===== src/rtl/tdm_demux16.sv =====
// 1-to-16 TDM demultiplexer: manual per-word channel select or auto frame fill
// with a shadow buffer that publishes all 16 channels in one update.
module tdm_demux16 #(
  parameter int WIDTH = 1
) (
  input  logic                 clk,
  input  logic                 rst,
  input  logic                 in_valid,
  output logic                 in_ready,
  input  logic [WIDTH-1:0]     din,
  input  logic [3:0]           sel,
  input  logic                 auto_mode,
  input  logic                 abort,
  output logic [16*WIDTH-1:0]  out_bus,
  output logic [15:0]          out_strobe,
  output logic                 frame_done,
  output logic [7:0]           frame_cnt,
  output logic [3:0]           cur_ch
);

  typedef enum logic [1:0] {IDLE, SCAN, DONE} state_t;

  state_t              state;
  logic [16*WIDTH-1:0] shadow;
  logic                accept;

  // DONE is the single publish cycle; stalling input there keeps shadow stable.
  assign in_ready = (state != DONE);
  assign accept   = in_valid & in_ready;

  always_ff @(posedge clk or posedge rst) begin
    if (rst) begin
      state      <= IDLE;
      out_bus    <= '0;
      out_strobe <= '0;
      frame_done <= 1'b0;
      frame_cnt  <= '0;
      cur_ch     <= '0;
      shadow     <= '0;
    end else begin
      out_strobe <= '0;
      frame_done <= 1'b0;
      case (state)
        IDLE: begin
          if (accept) begin
            out_bus[int'(sel)*WIDTH +: WIDTH] <= din;
            out_strobe                        <= 16'd1 << sel;
          end else if (auto_mode) begin
            state  <= SCAN;
            cur_ch <= 4'd0;
          end
        end
        SCAN: begin
          if (abort) begin
            state  <= IDLE;
            cur_ch <= 4'd0;
          end else if (accept) begin
            shadow[int'(cur_ch)*WIDTH +: WIDTH] <= din;
            cur_ch                              <= cur_ch + 4'd1;
            if (cur_ch == 4'd15) state <= DONE;
          end
        end
        DONE: begin
          out_bus    <= shadow;
          out_strobe <= 16'hFFFF;
          frame_done <= 1'b1;
          frame_cnt  <= frame_cnt + 8'd1;
          state      <= auto_mode ? SCAN : IDLE;
        end
        default: state <= IDLE;
      endcase
    end
  end

endmodule

===== config.mk =====
export PLATFORM = sky130hd
export DESIGN_NAME = tdm_demux16
export DESIGN_NICKNAME = d
export VERILOG_FILES = /design/src/rtl/tdm_demux16.sv
export SDC_FILE = /design/constraint.sdc
export NUM_CORES = 1
export LEC_CHECK = 0
export CELL_PAD_IN_SITES_DETAIL_PLACEMENT = 0
export CELL_PAD_IN_SITES_GLOBAL_PLACEMENT = 1
export CORE_MARGIN = 2
export CORE_UTILIZATION = 41
export CTS_CLUSTER_SIZE = 14
export DETAILED_ROUTE_END_ITERATION = 7
export PLACE_DENSITY = 0.78
export SYNTH_ARGS = -nofsm -noshare
export SYNTH_HDL_FRONTEND = slang
export SYNTH_SLANG_ARGS = --single-unit

===== constraint.sdc =====
create_clock -name clk -period 2.4 [get_ports clk]
set_input_delay 0.48 -clock clk [delete_from_list [all_inputs] [get_ports clk]]
set_output_delay 0.48 -clock clk [all_outputs]
set_load 0.01 [all_outputs]

# Word-level counts from Yosys, hierarchy flattened

Cells that the tools add are included.
Widths: inputs -> output; s select.

Bits in registers: 63
Output and inout port bits: 46
Logic and storage cells: 53

Add/sub/neg operators: 4
Eq/ne operators: 9
Shifts and indexed selects: 5
Multiplexer cells: 19
Bitwise operators: 2
Reduce and logical (&&, ||, !) cells: 7

Operators by type and width:

| cell                    | number |
|---|---|
| $neg 4->33              | 2 |
| $shift 1x33->16 const A | 2 |
| $shiftx 1x33->16        | 2 |
| $pmux 16 s2             | 2 |
| $bwmux 16               | 2 |
| $mux 16                 | 2 |
| $mux 4                  | 4 |
| $shl 1x4->16 const A    | 1 |
| $mux 2                  | 5 |
| $add 8x1->8 const B     | 1 |
| $ne 2x2->1 const B      | 4 |
| $pmux 4 s2              | 1 |
| $reduce_and 4->1        | 2 |
| $ne 3x3->1 const B      | 2 |
| $pmux 2 s3              | 1 |
| $add 4x1->4 const B     | 1 |
| $eq 4x4->1 const B      | 1 |
| $reduce_bool 2->1       | 2 |
| $reduce_and 3->1        | 1 |
| $eq 2x1->1 const B      | 1 |
| $eq 2x2->1 const B      | 1 |
| $logic_not 2->1         | 1 |
| $mux 1                  | 2 |
| $reduce_and 2->1        | 1 |
| 2 further kinds         | 2 |

# Longest topological paths before layout

Depth in word-level cells: 5
Gate-level depth with buffers: 8

# Worst setup path after synthesis

No wires, ideal clock.

Kind: input-to-reg
Start point: in sel[0]
End point: reg out_bus[15]
Library setup time: 0.082 ns
Data arrival time: 2.378 ns
Required time: 2.318 ns
Path slack: -0.060 ns
Stages on the path: 7
Path through: clkbuf_1 > inv_1 > ha_1 > ha_1 > or2_2 > or4_1 > a31oi_1

Word-level cells in the longest chain between the ends: 5
Elaborated cells on any way between the ends: 6
Classes of those cells: add/sub (1); shift (2); mux (3)

Ends and longest elaborated chain:

| element                                                    | RTL line | text |
|---|---|---|
| start, declared                                            | 11       | `input logic [3:0] sel,` |
| $neg 4->33 (*)                                             | 46       | `out_bus[int'(sel)*WIDTH +: WIDTH] <= din;` |
| $shiftx 1x33->16 / $shift 1x33->16 (equally long branches) | 46       |  |
| $bwmux 16 (*)                                              | 46       |  |
| $mux 16 (*)                                                | 45       | `if (accept) begin` |
| $pmux 16 s2 (*)                                            | 43       | `case (state)` |
| end signal, assigned by index                              | 46       |  |
| end signal, assigned                                       | 64       | `out_bus <= shadow;` |
| end, declared                                              | 14       | `output logic [16*WIDTH-1:0] out_bus,` |

Mark *: on every way between the ends. The rest lies on a longest branch, timed or not. The select of a mux whose other input is x is not followed.
A chain may end at the register's enable or synchronous reset.

# Worst setup path after layout

Same ends and word-level chain as after synthesis.

==> summary by stage <==
GRT
The busiest layer in global routing is met2. The met2 usage is a little under a third. Entering global routing, the biggest net connects 40 pins. The number of antenna violations at the first check in global routing is 0.

The wire length of the first global-routing pass is 13050 um. The number of global-route vias before repair is 2710. Global routing used 19.24% of the available tracks. The met3 demand-to-capacity share in global routing is 4.655%. The met1 usage in global routing is 25.00%. The total congestion overflow after global routing is 0.

Setup path
The logic depth of the worst register-to-register path is 6. In this run the critical register-to-register path is launched from cur_ch[1]$_DFFE_PP0P_. For this design, the slowest cell found on the critical path is sky130_fd_sc_hd__clkdlybuf4s50_1. The number of buffers and inverters on the critical path is 2.

The startpoint type of the worst setup path is a primary input. The critical path goes through clkdlybuf4s50_1 > inv_1 > ha_1 > ha_1 > or2_2 > or4_1 > a31oi_1. Of all nets on the critical path, the largest fanout is 2.

The endpoint kind of the worst setup timing path is a flop. The critical path is of the primary input to flop type. For the worst setup path, the data required time is 2.66 ns. Among the stages of the critical path, the cell type that occurs most often is sky130_fd_sc_hd__ha_1. For the worst setup path, the data arrival time is 2.50 ns. The largest single stage delay on the critical path is ~0.50 ns. The cell family contributing the most delay on the critical path is simple AND/OR/NAND/NOR gates. The reg2reg setup slack is 0.23 ns. The end of the worst register-to-register path is shadow[4]$_DFFE_PP0P_.

CTS
Clock latency on the worst-skew pair, taken at its later pin, is approximately 0.34 ns. After clock tree synthesis, the clock-pin slew on the worst setup and hold paths is 0.06 ns. Gates resized during post-CTS repair numbered 0. Counting the buffers created by CTS gives 9. The clock tree synthesis step divided the H-tree into 3 levels. The buffer type at the clock tree root is sky130_fd_sc_hd__clkbuf_8. The number of setup buffers added after CTS is 0. For this design, the CTS-stage hold fixing added 0 buffers.

The number of clock sinks seen by CTS is 63. The longest clock path from root to sink contains 2 buffers. TritonCTS built the clock tree.

Timing
The number of slew-limit violations in the final report is 0. The transition time at the pin with the least slew margin is between 0.6 and 0.7 ns. The final hold violation count came to 0. The sum of negative setup slack is 0 ns. The worst-case headroom to the max-slew limit is 59.35%. Derived from the worst setup path, the maximum achievable clock frequency is 446.8 MHz. The post-route clock skew is 0.01048 ns. The share of the cycle needed by the critical path after routing is 93.26%. Setup violations remaining at the end of the flow were counted as 0. After layout, the minimum clock period comes to 2.238 ns.

Setup repair after global routing left no endpoint under its margin.

Final layout
The layout has ~700 filler cells. The top cell types in the final layout, fill and taps aside, are sky130_fd_sc_hd__dfrtp_1 (63), sky130_fd_sc_hd__clkdlybuf4s50_1 (55), sky130_fd_sc_hd__nand2_1 (42), sky130_fd_sc_hd__buf_4 (34), sky130_fd_sc_hd__nor2_1 (30). The most frequent standard cell in the layout excluding fill and tap cells is sky130_fd_sc_hd__dfrtp_1. The total inserted antenna cells is 0.

The area growth from synthesis to layout is 32.59%. The final non-filler cell total is 520. After the last flow step, the layout net total stands at 438. Of the cells placed in the final design, the portion with a size suffix greater than 1 is 16.03%.

Floorplanning
The width of the die is ~94 um. For this design the top-level I/O count stands at 56. The standard cell core area is 0.007767 sq mm.

The die area is 0.008787 sq mm. The overall die height is 93.74 um. The count of standard-cell rows is 32. The initial cell density of the core is 42.51%.

Detailed routing
The number of routed nets with antenna violations is 0. The detailed router's first-iteration violation count is 125. The wire length per cell is 15.32 um.

After detailed routing, the number of remaining DRC violations is 0. The final layout contains routed wiring with a total length of 7965 um. The per-cell via count in the routed design is 5.377. The first detailed-routing pass took 4 iterations.

Across all layers, the routed design uses 2796 vias.

Synthesis
The synthesized netlist occupies a cell area of ~0.0033 sq mm. The prevailing post-synth register cell is sky130_fd_sc_hd__dfrtp_1. Counting distinct cell types in the post-synthesis netlist gives 56. In the synthesized netlist the async set-or-reset flop fraction comes to 100.0%. The mean cell area of the mapped netlist is roughly 10 sq um.

The share of the yosys chip area belonging to registers is approximately 48%. The number of nets in the synthesized netlist is 350. In this run, synthesis produced a sequential element count of 63.

The count of yosys warnings during synthesis is 0. The synthesized design contains 0 enable-type register cells. The post-synthesis instance total is ~330.

Worst hold path
Counting instances, the worst hold path has a depth of 1. The worst hold endpoint is frame_cnt[7]$_DFFE_PP0P_. The worst hold path startpoint is frame_cnt[7]$_DFFE_PP0P_.

The path class of the lowest-slack min-delay path is flop to flop.

Placed design
Routability-driven placement finished with a final weighted congestion of 0.8558. Port buffering added 55 buffers. Once detailed placement completed, the half-perimeter wirelength came to 6059 um. The instance count after placement with tap cells included is 506.

Job
Max-cap violations in this run came to 0.

Power
IR analysis of the VDD net gives a maximum drop of 0.0004556 V. In this run the static leakage power is roughly 2 nW. Power spread over the standard cell area amounts to 654.6 mW/mm^2.

Run status
The flow ran to the end, and the final reports show no timing, DRC or antenna violations.
==> worst reg2reg max path: cells and delay by family (launching register included) <==
kind                       cells  cell delay, ns
AOI/OAI and AO/OA              1            0.49
adders and majority gates      1            0.28
buffers and inverters          1            0.12
muxes                          1            0.33
DFF                            1            0.48
and+or+nand+nor                2            0.35
==> cells in the mapped netlist, types with 2 or more instances <==
library cell	n	area, sq um
sky130_fd_sc_hd__nor4_1	3	18.77
sky130_fd_sc_hd__nor2_1	30	112.6
sky130_fd_sc_hd__inv_1	14	52.55
sky130_fd_sc_hd__nor3_1	7	35.03
sky130_fd_sc_hd__o21ai_0	4	20.02
sky130_fd_sc_hd__xor2_1	3	26.28
sky130_fd_sc_hd__nand4_1	10	62.56
sky130_fd_sc_hd__a221o_1	2	20.02
sky130_fd_sc_hd__clkbuf_1	5	18.77
sky130_fd_sc_hd__a31oi_1	11	68.82
sky130_fd_sc_hd__nand2b_1	8	50.05
sky130_fd_sc_hd__buf_1	2	7.510
sky130_fd_sc_hd__ha_1	13	162.7
sky130_fd_sc_hd__o211ai_1	15	112.6
sky130_fd_sc_hd__dfrtp_1	63	1577
sky130_fd_sc_hd__and2_1	4	25.02
sky130_fd_sc_hd__nand3_1	13	65.06
sky130_fd_sc_hd__nor4_2	2	25.02
sky130_fd_sc_hd__and3_1	2	12.51
sky130_fd_sc_hd__a2111oi_4	2	55.05
sky130_fd_sc_hd__mux2_1	14	157.7
sky130_fd_sc_hd__a21oi_1	11	55.05
sky130_fd_sc_hd__or3b_4	2	22.52
sky130_fd_sc_hd__xnor2_1	5	43.79
sky130_fd_sc_hd__nor2b_1	3	18.77
sky130_fd_sc_hd__a31o_1	3	26.28
sky130_fd_sc_hd__nand2_1	42	157.7
sky130_fd_sc_hd__buf_2	5	25.02
sky130_fd_sc_hd__nor3b_1	2	15.01
==> per-layer routing <==
metal / vias to the layer above / wire length, um
met3: 12 / 340
li1: 1347 / -
met1: 1365 / 3599
met2: 72 / 3908
met5: - / 0
met4: 0 / 116
==> power breakdown <==
| part | internal, mW | total, mW | switching, mW |
|---|---|---|---|
| registers | 1.18 | 1.25 | 0.0775 |
| logic | 0.386 | 0.725 | 0.339 |
| clock network | 0.492 | 0.886 | 0.394 |
==> per-stage QoR <==
stage | instance area, sq um | utilization, % | hold WS [ns] | total power [mW] | worst slack (ns)
3_5_place_dp | 4193 | 53.98 | 0.4771 | 2.003 | -0.1730
2_1_floorplan | 3303 | - | 0.4505 | 1.633 | 0.06764
5_1_grt | 4378 | 56.36 | 0.4981 | 3.022 | 0.04656
6_report | 4378 | 56.36 | 0.4768 | 2.866 | 0.1618
4_1_cts | 4378 | 56.36 | 0.4852 | 2.899 | 0.1729
3_3_place_gp | 4193 | 53.98 | 0.4633 | 1.994 | -0.1417
==> flip-flops by register name (all words and copies together), names as in the netlist <==
register	count
out_bus	16
out_strobe	16
shadow	16
frame_cnt	8
cur_ch	4
state	2
frame_done	1
==> cell type report <==
| class | count | area [sq um] | area share, % |
|---|---|---|---|
| Timing Repair Buffer | 90 | 825.8 | 18.86 |
| Tap cell | 102 | 127.6 | 2.915 |
| Clock buffer | 10 | 137.6 | 3.144 |
| Clock inverter | 4 | 47.55 | 1.086 |
| Multi-Input combinational cell | 236 | 1607 | 36.70 |
| Inverter | 15 | 56.30 | 1.286 |
| Sequential cell | 63 | 1577 | 36.01 |
==> worst max path at each step <==
stage / from / to / slack (ns) / cells past startpoint
2_1_floorplan: sel[0] / out_bus[15]$_DFFE_PP0P_ / 0.07 / 7
3_3_place_gp: sel[0] / out_bus[15]$_DFFE_PP0P_ / -0.14 / 7
3_5_place_dp: sel[0] / out_bus[15]$_DFFE_PP0P_ / -0.17 / 7
4_1_cts: sel[0] / out_bus[15]$_DFFE_PP0P_ / 0.17 / 7
5_1_grt: cur_ch[1]$_DFFE_PP0P_ / shadow[4]$_DFFE_PP0P_ / 0.05 / 6
6_report: sel[0] / out_bus[15]$_DFFE_PP0P_ / 0.16 / 7
==> cells by family (layout without fill, tap and decap cells) <==
family          Yosys count  in the layout  share of synthesized area [%]
flops                    63             63                          47.75
simple gates            141            141                          22.47
xor+xnor                  8              8                          2.122
compound gates           58             58                          13.72
mux                      16             16                          5.419
buf+inv                  28            119                          3.600
fa+ha+maj                13             13                          4.926
No activity file was read; power rests on OpenSTA's default activity.
